==> src/rtl/xor_arbiter.sv <==
// Two-requester round-robin arbiter that returns the XOR of the granted
// request's operands through a single valid/ready result channel.
module xor_arbiter #(
  parameter int WIDTH = 8
) (
  input  logic             clk,
  input  logic             rst,
  input  logic             req0_valid,
  output logic             req0_ready,
  input  logic [WIDTH-1:0] req0_a,
  input  logic [WIDTH-1:0] req0_b,
  input  logic             req1_valid,
  output logic             req1_ready,
  input  logic [WIDTH-1:0] req1_a,
  input  logic [WIDTH-1:0] req1_b,
  output logic             res_valid,
  input  logic             res_ready,
  output logic [WIDTH-1:0] res_data,
  output logic             res_id,
  output logic             busy,
  output logic [7:0]       done_cnt
);

  typedef enum logic {
    IDLE = 1'b0,
    RESP = 1'b1
  } state_e;

  state_e             state_q, state_d;
  logic               last_grant_q, last_grant_d;
  logic [WIDTH-1:0]   res_data_q, res_data_d;
  logic               res_id_q, res_id_d;
  logic [7:0]         done_cnt_q, done_cnt_d;
  logic               grant0, grant1;

  // Grants are the ready signals; they are only issued in IDLE and never
  // while reset is asserted. On contention the side not granted last wins.
  always_comb begin
    grant0 = 1'b0;
    grant1 = 1'b0;
    if (rst && (state_q == IDLE)) begin
      grant0 = req0_valid && (!req1_valid || last_grant_q);
      grant1 = req1_valid && (!req0_valid || !last_grant_q);
    end
  end

  // NOTE: every variable gets a hold value first so no path infers a latch.
  always_comb begin
    state_d      = state_q;
    last_grant_d = last_grant_q;
    res_data_d   = res_data_q;
    res_id_d     = res_id_q;
    done_cnt_d   = done_cnt_q;
    case (state_q)
      IDLE: begin
        if (grant0 || grant1) begin
          state_d      = RESP;
          last_grant_d = grant1;
          res_id_d     = grant1;
          res_data_d   = grant1 ? (req1_a ^ req1_b) : (req0_a ^ req0_b);
        end
      end
      RESP: begin
        if (res_ready) begin
          state_d    = IDLE;
          done_cnt_d = done_cnt_q + 8'd1;
        end
      end
    endcase
  end

  // NOTE: sequential state uses non-blocking assignments so all flops
  // update together from values sampled at the same edge.
  always_ff @(posedge clk) begin
    if (!rst) begin
      state_q      <= IDLE;
      last_grant_q <= 1'b1;
      res_data_q   <= '0;
      res_id_q     <= 1'b0;
      done_cnt_q   <= 8'd0;
    end else begin
      state_q      <= state_d;
      last_grant_q <= last_grant_d;
      res_data_q   <= res_data_d;
      res_id_q     <= res_id_d;
      done_cnt_q   <= done_cnt_d;
    end
  end

  assign req0_ready = grant0;
  assign req1_ready = grant1;
  assign res_valid  = (state_q == RESP);
  assign busy       = (state_q != IDLE);
  assign res_data   = res_data_q;
  assign res_id     = res_id_q;
  assign done_cnt   = done_cnt_q;

endmodule
==> config.mk <==
export PLATFORM = sky130hd
export DESIGN_NAME = xor_arbiter
export DESIGN_NICKNAME = d
export VERILOG_FILES = /design/src/rtl/xor_arbiter.sv
export SDC_FILE = /design/constraint.sdc
export NUM_CORES = 1
export LEC_CHECK = 0
export CORE_MARGIN = 2
export CORE_UTILIZATION = 34
export CTS_CLUSTER_SIZE = 8
export DETAILED_ROUTE_END_ITERATION = 16
export PLACE_DENSITY = 0.75
export SLEW_MARGIN = 40
export SYNTH_ARGS = -nofsm -noshare
export SYNTH_HDL_FRONTEND = slang
export SYNTH_SLANG_ARGS = --single-unit
==> constraint.sdc <==
create_clock -name clk -period 1.16 [get_ports clk]
set_input_delay 0.174 -clock clk [delete_from_list [all_inputs] [get_ports clk]]
set_output_delay 0.174 -clock clk [all_outputs]
set_load 0.005 [all_outputs]
==> impl_metrics.xml, run 1 <==
<?xml version="1.0" encoding="UTF-8"?>
<metrics>
  <group name="final_layout">
    <metric name="nets" unit="">249</metric>
    <metric name="final_layout_size_suffix_gt1_frac" unit="">0.343</metric>
    <metric name="area_delta_synth_final" unit="%">88.7</metric>
    <metric name="stdcell_area" unit="µm²">1990</metric>
    <metric name="insertedDiodeCount" unit="">0</metric>
  </group>
  <group name="clock_network">
    <metric name="clockBufferDepth" unit="">2</metric>
    <metric name="numCtsBuffers" unit="">3</metric>
    <metric name="clock_transition_at_path_regs" unit="ns">0.11</metric>
    <metric name="cts_root_buf" unit="">sky130_fd_sc_hd__clkbuf_4</metric>
    <metric name="cts.sinks" unit="">19</metric>
    <metric name="htreeDepth" unit="">1</metric>
    <metric name="tritoncts" unit="">built</metric>
    <metric name="insertion_delay" unit="ns">0.29</metric>
    <metric name="ctsHoldBuffers" unit="">0</metric>
  </group>
  <group name="routing">
    <metric name="detail_route.drc_violations" unit="">0</metric>
    <metric name="finalWirelength" unit="mm">3.44</metric>
    <metric name="drt-initial-drc-count" unit="">65</metric>
    <metric name="post_drt_wl_per_cell" unit="µm">14.2</metric>
    <metric name="vias_cell" unit="">5.51</metric>
    <metric name="drt_pass1_iterations" unit="">4</metric>
    <metric name="antenna_violating_nets_post_route" unit="">0</metric>
    <metric name="dr_total_vias" unit="">1338</metric>
  </group>
  <group name="worst_setup_path">
    <metric name="reg2reg_from" unit="">busy$_SDFF_PN0_</metric>
    <metric name="regToRegEndpoint" unit="">done_cnt[4]$_SDFFE_PN0P_</metric>
    <metric name="r2r.worst_path.cells" unit="">5</metric>
    <metric name="setup.worst_path.class" unit="">reg -&gt; reg</metric>
    <metric name="cp-start-kind" unit="">flop</metric>
    <metric name="minimum_setup_slack_among_reg_to_reg_paths" unit="ns">-0.16</metric>
    <metric name="worst-path-max-fanout" unit="">5</metric>
    <metric name="arrival" unit="ns">1.54</metric>
    <metric name="setup.worst_path.end_class" unit="">flop</metric>
    <metric name="critical_path_required" unit="ns">1.39</metric>
  </group>
  <group name="grt">
    <metric name="grt_pass1_vias" unit="">1291</metric>
    <metric name="grt_pass1_wl" unit="mm">5.67</metric>
    <metric name="grt_max_degree" unit="">18</metric>
    <metric name="antenna_found_initial" unit="">0</metric>
    <metric name="globalRoute.totalOverflow" unit="">0</metric>
    <metric name="track_usage" unit="">0.207</metric>
  </group>
  <group name="floorplan">
    <metric name="x_dimension_of_the_die" unit="µm">59.7</metric>
    <metric name="core_area" unit="µm²">3000</metric>
    <metric name="ios" unit="">58</metric>
    <metric name="die_height" unit="µm">59.7</metric>
    <metric name="core.rowCount" unit="">20</metric>
    <metric name="fp.dieArea" unit="µm²">3560</metric>
    <metric name="start_util" unit="">0.351</metric>
  </group>
  <group name="synth">
    <metric name="synth.yosys.seq_area_share" unit="">0.361</metric>
    <metric name="post_synthesis_area_per_instance" unit="µm²">8.65</metric>
    <metric name="yosysMostFrequentCell" unit="">sky130_fd_sc_hd__dfxtp_1</metric>
    <metric name="synth_commonest_cells" unit="">sky130_fd_sc_hd__dfxtp_1, sky130_fd_sc_hd__xor2_1, sky130_fd_sc_hd__nand4_1, sky130_fd_sc_hd__o21ai_0</metric>
    <metric name="synth_cells" unit="">122</metric>
    <metric name="ys_async_sr_fraction" unit="">0</metric>
    <metric name="mappedNetlistNets" unit="">160</metric>
    <metric name="synthesis.area" unit="µm²">1050</metric>
    <metric name="synthDominantAreaCellType" unit="">sky130_fd_sc_hd__dfxtp_1</metric>
    <metric name="synthTopCellsByArea" unit="">sky130_fd_sc_hd__dfxtp_1, sky130_fd_sc_hd__xor2_1, sky130_fd_sc_hd__o2111ai_1, sky130_fd_sc_hd__nand4_1, sky130_fd_sc_hd__a31oi_1</metric>
    <metric name="synth-seq-cells" unit="">19</metric>
    <metric name="synthesis.yosys.warnings" unit="">0</metric>
    <metric name="synth_top_cell_area_share" unit="">0.361</metric>
    <metric name="post_synth_edffs" unit="">0</metric>
    <metric name="synth_flop_type" unit="">sky130_fd_sc_hd__dfxtp_1</metric>
    <metric name="ys_types" unit="">27</metric>
  </group>
  <group name="sta">
    <metric name="timing.final.setup_violations" unit="">18</metric>
    <metric name="setup_ws" unit="ns">-0.156</metric>
    <metric name="rsz0062_at_grt" unit="">true</metric>
    <metric name="finClkSkew" unit="ns">0.00148</metric>
    <metric name="final_hold_viol_count" unit="">0</metric>
    <metric name="period_share" unit="">1.13</metric>
    <metric name="finalHoldWorstSlack" unit="ns">0.380</metric>
    <metric name="relSlewSlack" unit="">0.756</metric>
    <metric name="finalWorstPathRequiredPeriod" unit="ns">1.32</metric>
    <metric name="fmax" unit="MHz">760</metric>
    <metric name="final-max-slew-violation-count" unit="">0</metric>
    <metric name="worstMarginPinSlew" unit="ns">0.366</metric>
  </group>
  <group name="worst_hold_path">
    <metric name="whs_path_depth" unit="">3</metric>
    <metric name="hp-start" unit="">rst</metric>
    <metric name="worstHoldPathType" unit="">in -&gt; reg</metric>
    <metric name="hold_end" unit="">last_grant_q$_SDFFE_PN1P_</metric>
  </group>
  <group name="run">
    <metric name="drv_cap" unit="">0</metric>
  </group>
  <group name="placed_design">
    <metric name="detailed_place_hpwl" unit="mm">2.39</metric>
    <metric name="globalplace.congestion" unit="">0.789</metric>
    <metric name="numPortBuffers" unit="">57</metric>
    <metric name="post_dp_cell_area" unit="µm²">1750</metric>
  </group>
  <group name="outcome">
    <metric name="failed_checks" unit="">negative setup slack</metric>
    <metric name="run_status" unit="">finished, violations left</metric>
  </group>
  <group name="power">
    <metric name="peak_vdd_ir" unit="mV">0.343</metric>
    <metric name="cellPowerDensity" unit="nW/µm²">767</metric>
    <metric name="p_leak" unit="nW">0.840</metric>
  </group>
</metrics>
## kinds of logic after synthesis
kind of cell / synth area share
flops: 0.361
buf+inv: 0.0605
fa+ha+maj: 0.0119
compound gates: 0.248
xor+xnor: 0.149
simple gates: 0.170
## per-stage QoR
step	total power, W	setup TNS, ns	setup WS [ns]	util	instances
6_report	0.00153	-1.61	-0.156	0.663	243
5_1_grt	0.00160	-2.54	-0.249	0.663	243
4_1_cts	0.00151	-1.33	-0.153	0.642	240
3_5_place_dp	0.00115	-6.84	-0.644	0.582	220
3_3_place_gp	0.00114	-5.71	-0.580	0.582	220
2_1_floorplan	0.000885	-0.00962	-0.00962	-	122
## metal layers
metal	vias up	global-route usage	routed length, µm
met5	-	0	0
li1	639	-	-
met3	4	0.0390	254
met1	627	0.259	1410
met4	0	0.0984	37
met2	68	0.342	1750
## sequential cells by signal (all words and copies together) (netlist names)
signal        flops
done_cnt          8
res_data          8
busy              1
last_grant_q      1
res_id            1
## worst max-delay path, stage by stage (launching register included)
cell                      delay (ns)
sky130_fd_sc_hd__dfxtp_2        0.38
sky130_fd_sc_hd__buf_6          0.11
sky130_fd_sc_hd__buf_8          0.11
sky130_fd_sc_hd__nand4_1        0.15
sky130_fd_sc_hd__or3_1          0.37
sky130_fd_sc_hd__a21oi_2        0.13
## power by group
part / switching, W / leakage [nW] / total, W / internal (W)
combinational: 0.000196 / 0.663 / 0.000480 / 0.000284
clock: 0.000206 / 0.0150 / 0.000339 / 0.000134
sequential: 0.0000223 / 0.162 / 0.000708 / 0.000685
## worst max path at each step
stage / from / end / slack, ns / depth (start not counted)
after floorplan: done_cnt[4]$_SDFFE_PN0P_ / done_cnt[7]$_SDFFE_PN0P_ / -0.01 / 3
after global placement: rst / req1_ready / -0.58 / 4
after detailed placement: rst / req1_ready / -0.64 / 4
after CTS: busy$_SDFF_PN0_ / done_cnt[4]$_SDFFE_PN0P_ / -0.15 / 5
after global routing: busy$_SDFF_PN0_ / done_cnt[4]$_SDFFE_PN0P_ / -0.25 / 5
final: busy$_SDFF_PN0_ / done_cnt[4]$_SDFFE_PN0P_ / -0.16 / 5
## final cells by class
type | count | area [µm²]
clock buffer | 4 | 26.3
fill | 247 | 1010
inverter | 4 | 15.0
multi-input combinational | 91 | 673
sequential | 19 | 404
tap | 33 | 41.3
timing repair buffer | 92 | 831
## placed cells by master (no fill, tap or decap), types with 2 or more instances in the layout
master,synthesis,layout
sky130_fd_sc_hd__nor2_1,3,2
sky130_fd_sc_hd__clkbuf_4,0,3
sky130_fd_sc_hd__clkdlybuf4s50_1,0,34
sky130_fd_sc_hd__o21ai_0,10,4
sky130_fd_sc_hd__xor2_1,18,18
sky130_fd_sc_hd__nand2_1,4,4
sky130_fd_sc_hd__dfxtp_4,0,2
sky130_fd_sc_hd__nand4_1,10,10
sky130_fd_sc_hd__o2111ai_1,8,8
sky130_fd_sc_hd__a21oi_1,7,5
sky130_fd_sc_hd__dfxtp_2,0,13
sky130_fd_sc_hd__inv_1,2,2
sky130_fd_sc_hd__dlygate4sd2_1,0,18
sky130_fd_sc_hd__a31oi_1,8,8
sky130_fd_sc_hd__or3_1,3,3
sky130_fd_sc_hd__buf_4,3,29
sky130_fd_sc_hd__dfxtp_1,19,4
sky130_fd_sc_hd__o21ai_2,0,2
sky130_fd_sc_hd__o21ai_1,3,7
sky130_fd_sc_hd__inv_2,2,2
sky130_fd_sc_hd__buf_6,1,8
sky130_fd_sc_hd__a21oi_2,0,2
sky130_fd_sc_hd__nand3_1,4,3
## what timing repair did
| item | CTS | global route |
|---|---|---|
| pin swaps | 10 | 12 |
| endpoints found under the setup margin | 34 | 19 |
| endpoints found under the hold margin | 0 | 0 |
| gates resized for setup | 60 | 17 |
| setup buffers | 21 | 5 |
Note: power is estimated with default switching activity, not from simulation.
==> run 2, diff against run 1 <==
Settings changed: PLACE_DENSITY 0.75 to 0.76.
==> run 2 against run 1 <==
The run still ends with negative setup slack left. Register-to-register slack worse by 0.04 ns. Sequential share of layout area down 0.75 points. Combinational power up 7.5%. Core utilization up 3.2 points. Global-route usage up 0.53 points. Worst hold slack worse by 0.0070 ns. Setup slack worse by 0.045 ns. Wire length up 15%. Power up 2.2%. Count of clock-buffer cells in the layout unchanged. Final cell count up 1.6%. Clock skew up 0.00088 ns. Largest cell class unchanged. Largest power group unchanged. Highest routed layer unchanged.
==> impl_metrics.xml, run 2 (synthesis results as in run 1) <==
<?xml version="1.0" encoding="UTF-8"?>
<metrics>
  <group name="final_layout">
    <metric name="area_delta_synth_final" unit="%">97.7</metric>
    <metric name="nets" unit="">253</metric>
    <metric name="final_layout_size_suffix_gt1_frac" unit="">0.402</metric>
    <metric name="insertedDiodeCount" unit="">0</metric>
    <metric name="most_frequent_cells_in_the_layout" unit="">sky130_fd_sc_hd__clkdlybuf4s50_1, sky130_fd_sc_hd__buf_4, sky130_fd_sc_hd__xor2_1, sky130_fd_sc_hd__dlygate4sd2_1</metric>
    <metric name="most_frequent_standard_cell_in_the_layout_excluding_fill_and_tap_cells" unit="">sky130_fd_sc_hd__clkdlybuf4s50_1</metric>
    <metric name="final_cells" unit="">247</metric>
    <metric name="stdcell_area" unit="µm²">2090</metric>
  </group>
  <group name="worst_setup_path">
    <metric name="minimum_setup_slack_among_reg_to_reg_paths" unit="ns">-0.20</metric>
    <metric name="slowest_delay" unit="ns">0.39</metric>
    <metric name="critPathTopFamily" unit="">simple AND/OR/NAND/NOR gates</metric>
    <metric name="cp-start-kind" unit="">flop</metric>
    <metric name="crit_chain" unit="">buf_6 -&gt; buf_6 -&gt; nand4_1 -&gt; or3_4 -&gt; a21oi_2</metric>
    <metric name="r2r.worst_path.cells" unit="">5</metric>
    <metric name="critPathBufInv" unit="">2</metric>
    <metric name="most_common_cell_type_on_the_critical_path" unit="">sky130_fd_sc_hd__buf_6</metric>
    <metric name="critical_path.slowest_cell" unit="">sky130_fd_sc_hd__or3_4</metric>
    <metric name="critical_path_depth" unit="">5</metric>
    <metric name="setup.worst_path.class" unit="">reg -&gt; reg</metric>
    <metric name="critical_path_required" unit="ns">1.39</metric>
    <metric name="setup.worst_path.end_class" unit="">flop</metric>
    <metric name="worst-path-max-fanout" unit="">4</metric>
    <metric name="arrival" unit="ns">1.59</metric>
  </group>
  <group name="grt">
    <metric name="grt_pass1_vias" unit="">1376</metric>
    <metric name="grt_max_degree" unit="">18</metric>
    <metric name="antenna_found_initial" unit="">0</metric>
    <metric name="globalRoute.totalOverflow" unit="">0</metric>
    <metric name="track_usage" unit="">0.213</metric>
    <metric name="grt_pass1_wl" unit="mm">5.78</metric>
  </group>
  <group name="routing">
    <metric name="drt-initial-drc-count" unit="">84</metric>
    <metric name="vias_cell" unit="">5.48</metric>
    <metric name="detail_route.drc_violations" unit="">0</metric>
    <metric name="drt_pass1_iterations" unit="">4</metric>
    <metric name="post_drt_wl_per_cell" unit="µm">16.0</metric>
    <metric name="antenna_violating_nets_post_route" unit="">0</metric>
    <metric name="finalWirelength" unit="mm">3.96</metric>
    <metric name="dr_total_vias" unit="">1354</metric>
  </group>
  <group name="placed_design">
    <metric name="placed_cells" unit="">223</metric>
    <metric name="detailed_place_hpwl" unit="mm">2.37</metric>
    <metric name="numPortBuffers" unit="">57</metric>
    <metric name="post_dp_cell_area" unit="µm²">1770</metric>
    <metric name="globalplace.congestion" unit="">0.837</metric>
  </group>
  <group name="outcome">
    <metric name="failed_checks" unit="">negative setup slack</metric>
    <metric name="run_status" unit="">finished, violations left</metric>
  </group>
  <group name="sta">
    <metric name="final_hold_viol_count" unit="">0</metric>
    <metric name="relSlewSlack" unit="">0.749</metric>
    <metric name="rsz0062_at_grt" unit="">true</metric>
    <metric name="setup_ws" unit="ns">-0.201</metric>
    <metric name="timing.final.setup_violations" unit="">19</metric>
    <metric name="period_share" unit="">1.17</metric>
    <metric name="finClkSkew" unit="ns">0.00236</metric>
    <metric name="final-max-slew-violation-count" unit="">0</metric>
    <metric name="worstMarginPinSlew" unit="ns">0.376</metric>
    <metric name="fmax" unit="MHz">735</metric>
    <metric name="finalWorstPathRequiredPeriod" unit="ns">1.36</metric>
  </group>
  <group name="power">
    <metric name="p_seq_frac" unit="">0.451</metric>
    <metric name="power_report.internal_total" unit="W">0.00112</metric>
    <metric name="peak_vdd_ir" unit="mV">0.440</metric>
    <metric name="power_switching_share" unit="">0.281</metric>
    <metric name="combPwrFrac" unit="">0.331</metric>
    <metric name="power.switching" unit="W">0.000439</metric>
    <metric name="clockPowerShare" unit="">0.218</metric>
    <metric name="p_leak" unit="nW">0.879</metric>
    <metric name="cellPowerDensity" unit="nW/µm²">748</metric>
  </group>
  <group name="floorplan">
    <metric name="ios" unit="">58</metric>
    <metric name="core.rowCount" unit="">20</metric>
    <metric name="core_area" unit="µm²">3000</metric>
    <metric name="fp.dieArea" unit="µm²">3560</metric>
    <metric name="die_height" unit="µm">59.7</metric>
    <metric name="start_util" unit="">0.351</metric>
    <metric name="x_dimension_of_the_die" unit="µm">59.7</metric>
  </group>
  <group name="clock_network">
    <metric name="cts.sinks" unit="">19</metric>
    <metric name="insertion_delay" unit="ns">0.29</metric>
    <metric name="ctsHoldBuffers" unit="">0</metric>
    <metric name="clock_transition_at_path_regs" unit="ns">0.11</metric>
    <metric name="clockBufferDepth" unit="">2</metric>
    <metric name="cts_root_buf" unit="">sky130_fd_sc_hd__clkbuf_4</metric>
    <metric name="tritoncts" unit="">built</metric>
    <metric name="htreeDepth" unit="">1</metric>
    <metric name="numCtsBuffers" unit="">3</metric>
  </group>
  <group name="worst_hold_path">
    <metric name="worstHoldPathType" unit="">in -&gt; reg</metric>
    <metric name="whs_path_depth" unit="">3</metric>
  </group>
  <group name="run">
    <metric name="drv_cap" unit="">0</metric>
  </group>
</metrics>
==> run 2: cell count changes in the layout (fill, tap and decap cells not counted), moves of 2 or more <==
cell / delta
sky130_fd_sc_hd__o21ai_1: +6
sky130_fd_sc_hd__o21ai_0: -4
sky130_fd_sc_hd__a21oi_1: -3
sky130_fd_sc_hd__a21oi_2: +3
sky130_fd_sc_hd__clkbuf_2: +3
sky130_fd_sc_hd__buf_6: +2
sky130_fd_sc_hd__o21ai_2: -2
sky130_fd_sc_hd__or3_1: -2
sky130_fd_sc_hd__or3_4: +2
==> run 2: metal layers <==
layer	track usage	routed length, µm
met5	0	0
met4	0.114	96
met3	0.0411	290
met2	0.368	2060
met1	0.244	1500
==> run 2: power by group through the flow <==
stage / logic [W] / registers [W] / clock network (W)
after floorplan: 0.000163 / 0.000722 / 0
after detailed placement: 0.000428 / 0.000721 / 0
after global routing: 0.000552 / 0.000708 / 0.000371
after CTS: 0.000464 / 0.000704 / 0.000344
after global placement: 0.000419 / 0.000720 / 0
final: 0.000516 / 0.000705 / 0.000340
==> run 2: worst paths after layout <==
kind                                           from                   endpoint
worst max-delay path                busy$_SDFF_PN0_   done_cnt[6]$_SDFFE_PN0P_
worst min-delay path                            rst  last_grant_q$_SDFFE_PN1P_
worst max register to register      busy$_SDFF_PN0_   done_cnt[6]$_SDFFE_PN0P_
worst min register to register  res_id$_SDFFE_PN0P_        res_id$_SDFFE_PN0P_
==> run 2: final cells by class <==
class,count,area [µm²]
Fill cell,254,917
Timing Repair Buffer,96,880
Multi-Input combinational cell,91,716
Sequential cell,19,408
Tap cell,33,41.3
Clock buffer,4,26.3
Inverter,4,15.0
==> run 2: repair_timing <==
| action | CTS | global route |
|---|---|---|
| pin swaps | 10 | 16 |
| gates cloned | 0 | 1 |
| endpoints found under the setup margin | 34 | 23 |
| setup buffers | 16 | 7 |
| resized for setup | 73 | 27 |
==> run 2: per-stage QoR <==
stage	util	hold slack, ns	setup WS (ns)	setup TNS, ns	total power, W
finish	0.695	0.373	-0.201	-2.09	0.00156
global route	0.695	0.390	-0.215	-3.05	0.00163
CTS	0.654	0.361	-0.162	-1.33	0.00151
detailed placement	0.590	0.455	-0.634	-7.18	0.00115
global placement	0.590	0.439	-0.584	-6.21	0.00114
floorplan	-	0.252	-0.00962	-0.00962	0.000885
==> run 2: worst register-to-register path, cell delays in order (launching register included) <==
cell	delay, ns
sky130_fd_sc_hd__dfxtp_2	0.38
sky130_fd_sc_hd__buf_6	0.10
sky130_fd_sc_hd__buf_6	0.11
sky130_fd_sc_hd__nand4_1	0.19
sky130_fd_sc_hd__or3_4	0.39
sky130_fd_sc_hd__a21oi_2	0.13
==> run 3, diff against run 2 <==
Settings changed: MAX_ROUTING_LAYER set to met4, SLEW_MARGIN 40 to 30.
==> run 3 against run 2 <==
The run still ends with negative setup slack left. Via count is essentially flat. Global-route usage grew 0.62 points. Clock skew up 0.0017 ns. Critical path depth unchanged. Sequential share of layout area did not move. Worst hold slack lost 0.00067 ns. Fmax down 0.19%. Setup slack worse by 0.0026 ns. Combinational power hardly changed. Design area unchanged. Count of clock-buffer cells in the layout is the same. Largest cell class unchanged.
==> impl_metrics.xml, run 3 (synthesis results as in run 1) <==
<?xml version="1.0" encoding="UTF-8"?>
<metrics>
  <group name="outcome">
    <metric name="run_status" unit="">finished, violations left</metric>
    <metric name="failed_checks" unit="">negative setup slack</metric>
  </group>
  <group name="run">
    <metric name="drv_cap" unit="">0</metric>
  </group>
  <group name="sta">
    <metric name="fmax" unit="MHz">733</metric>
    <metric name="final_hold_viol_count" unit="">0</metric>
    <metric name="setup_ws" unit="ns">-0.203</metric>
    <metric name="timing.final.setup_violations" unit="">19</metric>
    <metric name="finClkSkew" unit="ns">0.00406</metric>
    <metric name="final-max-slew-violation-count" unit="">0</metric>
    <metric name="period_share" unit="">1.18</metric>
    <metric name="worstMarginPinSlew" unit="ns">0.384</metric>
    <metric name="timing.setup.tns" unit="ns">-2.15</metric>
    <metric name="rsz0062_at_grt" unit="">true</metric>
    <metric name="finalWorstPathRequiredPeriod" unit="ns">1.36</metric>
    <metric name="relSlewSlack" unit="">0.744</metric>
  </group>
  <group name="final_layout">
    <metric name="fillerInstances" unit="">254</metric>
    <metric name="area_delta_synth_final" unit="%">97.7</metric>
    <metric name="most_frequent_standard_cell_in_the_layout_excluding_fill_and_tap_cells" unit="">sky130_fd_sc_hd__clkdlybuf4s50_1</metric>
    <metric name="most_frequent_cells_in_the_layout" unit="">sky130_fd_sc_hd__clkdlybuf4s50_1, sky130_fd_sc_hd__buf_4, sky130_fd_sc_hd__xor2_1, sky130_fd_sc_hd__dlygate4sd2_1</metric>
    <metric name="nets" unit="">253</metric>
    <metric name="insertedDiodeCount" unit="">0</metric>
    <metric name="final_core_util" unit="">0.695</metric>
    <metric name="final_layout_size_suffix_gt1_frac" unit="">0.402</metric>
  </group>
  <group name="floorplan">
    <metric name="x_dimension_of_the_die" unit="µm">59.7</metric>
    <metric name="start_util" unit="">0.351</metric>
    <metric name="die_height" unit="µm">59.7</metric>
    <metric name="core_area" unit="µm²">3000</metric>
    <metric name="fp.dieArea" unit="µm²">3560</metric>
    <metric name="ios" unit="">58</metric>
    <metric name="core.rowCount" unit="">20</metric>
  </group>
  <group name="power">
    <metric name="p_leak" unit="nW">0.879</metric>
    <metric name="fin_total_pwr" unit="W">0.00156</metric>
    <metric name="peak_vdd_ir" unit="mV">0.439</metric>
    <metric name="cellPowerDensity" unit="nW/µm²">749</metric>
  </group>
  <group name="grt">
    <metric name="grt_max_degree" unit="">18</metric>
    <metric name="track_usage" unit="">0.219</metric>
    <metric name="grt_pass1_wl" unit="mm">5.78</metric>
    <metric name="grt_pass1_vias" unit="">1376</metric>
    <metric name="antenna_found_initial" unit="">0</metric>
    <metric name="globalRoute.totalOverflow" unit="">0</metric>
  </group>
  <group name="clock_network">
    <metric name="tritoncts" unit="">built</metric>
    <metric name="insertion_delay" unit="ns">0.29</metric>
    <metric name="cts_root_buf" unit="">sky130_fd_sc_hd__clkbuf_4</metric>
    <metric name="ctsHoldBuffers" unit="">0</metric>
    <metric name="clockBufferDepth" unit="">2</metric>
    <metric name="cts.sinks" unit="">19</metric>
    <metric name="htreeDepth" unit="">1</metric>
    <metric name="numCtsBuffers" unit="">3</metric>
    <metric name="clock_transition_at_path_regs" unit="ns">0.11</metric>
  </group>
  <group name="worst_hold_path">
    <metric name="whs_path_depth" unit="">3</metric>
    <metric name="worstHoldPathType" unit="">in -&gt; reg</metric>
  </group>
  <group name="worst_setup_path">
    <metric name="setup.worst_path.class" unit="">reg -&gt; reg</metric>
    <metric name="worst-path-max-fanout" unit="">4</metric>
    <metric name="critical_path_required" unit="ns">1.39</metric>
    <metric name="setup.worst_path.end_class" unit="">flop</metric>
    <metric name="arrival" unit="ns">1.59</metric>
    <metric name="r2r.worst_path.cells" unit="">5</metric>
    <metric name="cp-start-kind" unit="">flop</metric>
  </group>
  <group name="routing">
    <metric name="wl_met3" unit="µm">245</metric>
    <metric name="post_drt_wl_per_cell" unit="µm">16.0</metric>
    <metric name="wl_met1" unit="mm">1.56</metric>
    <metric name="drt-initial-drc-count" unit="">68</metric>
    <metric name="routed-wl-met2" unit="mm">2.05</metric>
    <metric name="route.top_layer_used" unit="">met4</metric>
    <metric name="vias_cell" unit="">5.49</metric>
    <metric name="finalWirelength" unit="mm">3.96</metric>
    <metric name="antenna_violating_nets_post_route" unit="">0</metric>
    <metric name="detail_route.drc_violations" unit="">0</metric>
    <metric name="drt_pass1_iterations" unit="">4</metric>
    <metric name="dr_total_vias" unit="">1355</metric>
  </group>
  <group name="placed_design">
    <metric name="detailed_place_hpwl" unit="mm">2.37</metric>
    <metric name="globalplace.congestion" unit="">0.850</metric>
    <metric name="numPortBuffers" unit="">57</metric>
    <metric name="dpl_worst_slack" unit="ns">-0.634</metric>
  </group>
</metrics>
==> run 3: where the power goes <==
group          switching, W  internal [W]  total [W]
clock              0.000206      0.000134   0.000340
sequential        0.0000210      0.000684   0.000705
combinational      0.000214      0.000304   0.000518
total              0.000441       0.00112    0.00156
==> run 3: critical path, stage by stage, from the launching register on <==
cell,delay (ns)
sky130_fd_sc_hd__dfxtp_2,0.38
sky130_fd_sc_hd__buf_6,0.10
sky130_fd_sc_hd__buf_6,0.11
sky130_fd_sc_hd__nand4_1,0.19
sky130_fd_sc_hd__or3_4,0.39
sky130_fd_sc_hd__a21oi_2,0.13
==> run 3: area by class of cell <==
type | count | area [µm²] | area share
Tap cell | 33 | 41.3 | 0.0198
Inverter | 4 | 15.0 | 0.00720
Sequential cell | 19 | 408 | 0.196
Clock buffer | 4 | 26.3 | 0.0126
Multi-Input combinational cell | 91 | 716 | 0.343
Timing Repair Buffer | 96 | 880 | 0.422
==> run 3: per-stage QoR <==
stage / instances / area (µm²) / hold slack, ns
floorplan: 122 / 1070 / 0.252
global placement: 223 / 1770 / 0.439
detailed placement: 223 / 1770 / 0.455
CTS: 240 / 1960 / 0.361
global route: 247 / 2090 / 0.390
finish: 247 / 2090 / 0.372
==> run 3: worst paths after layout <==
path / startpoint / endpoint / slack [ns]
worst max-delay path: busy$_SDFF_PN0_ / done_cnt[6]$_SDFFE_PN0P_ / -0.20
worst min register to register: res_id$_SDFFE_PN0P_ / res_id$_SDFFE_PN0P_ / 0.46
worst max register to register: busy$_SDFF_PN0_ / done_cnt[6]$_SDFFE_PN0P_ / -0.20
worst min-delay path: rst / last_grant_q$_SDFFE_PN1P_ / 0.37
==> run 3: routing by layer <==
| metal | up-vias | global-route usage |
|---|---|---|
| met4 | 0 | 0.114 |
| met5 | - | - |
| met2 | 75 | 0.368 |
| met1 | 625 | 0.247 |
| li1 | 645 | - |
| met3 | 10 | 0.0368 |
==> run 3: repair_timing <==
item	CTS	global route
gates resized for setup	73	27
pin swaps	10	16
setup endpoints to repair	34	23
buffers inserted	16	7
cloned	0	1
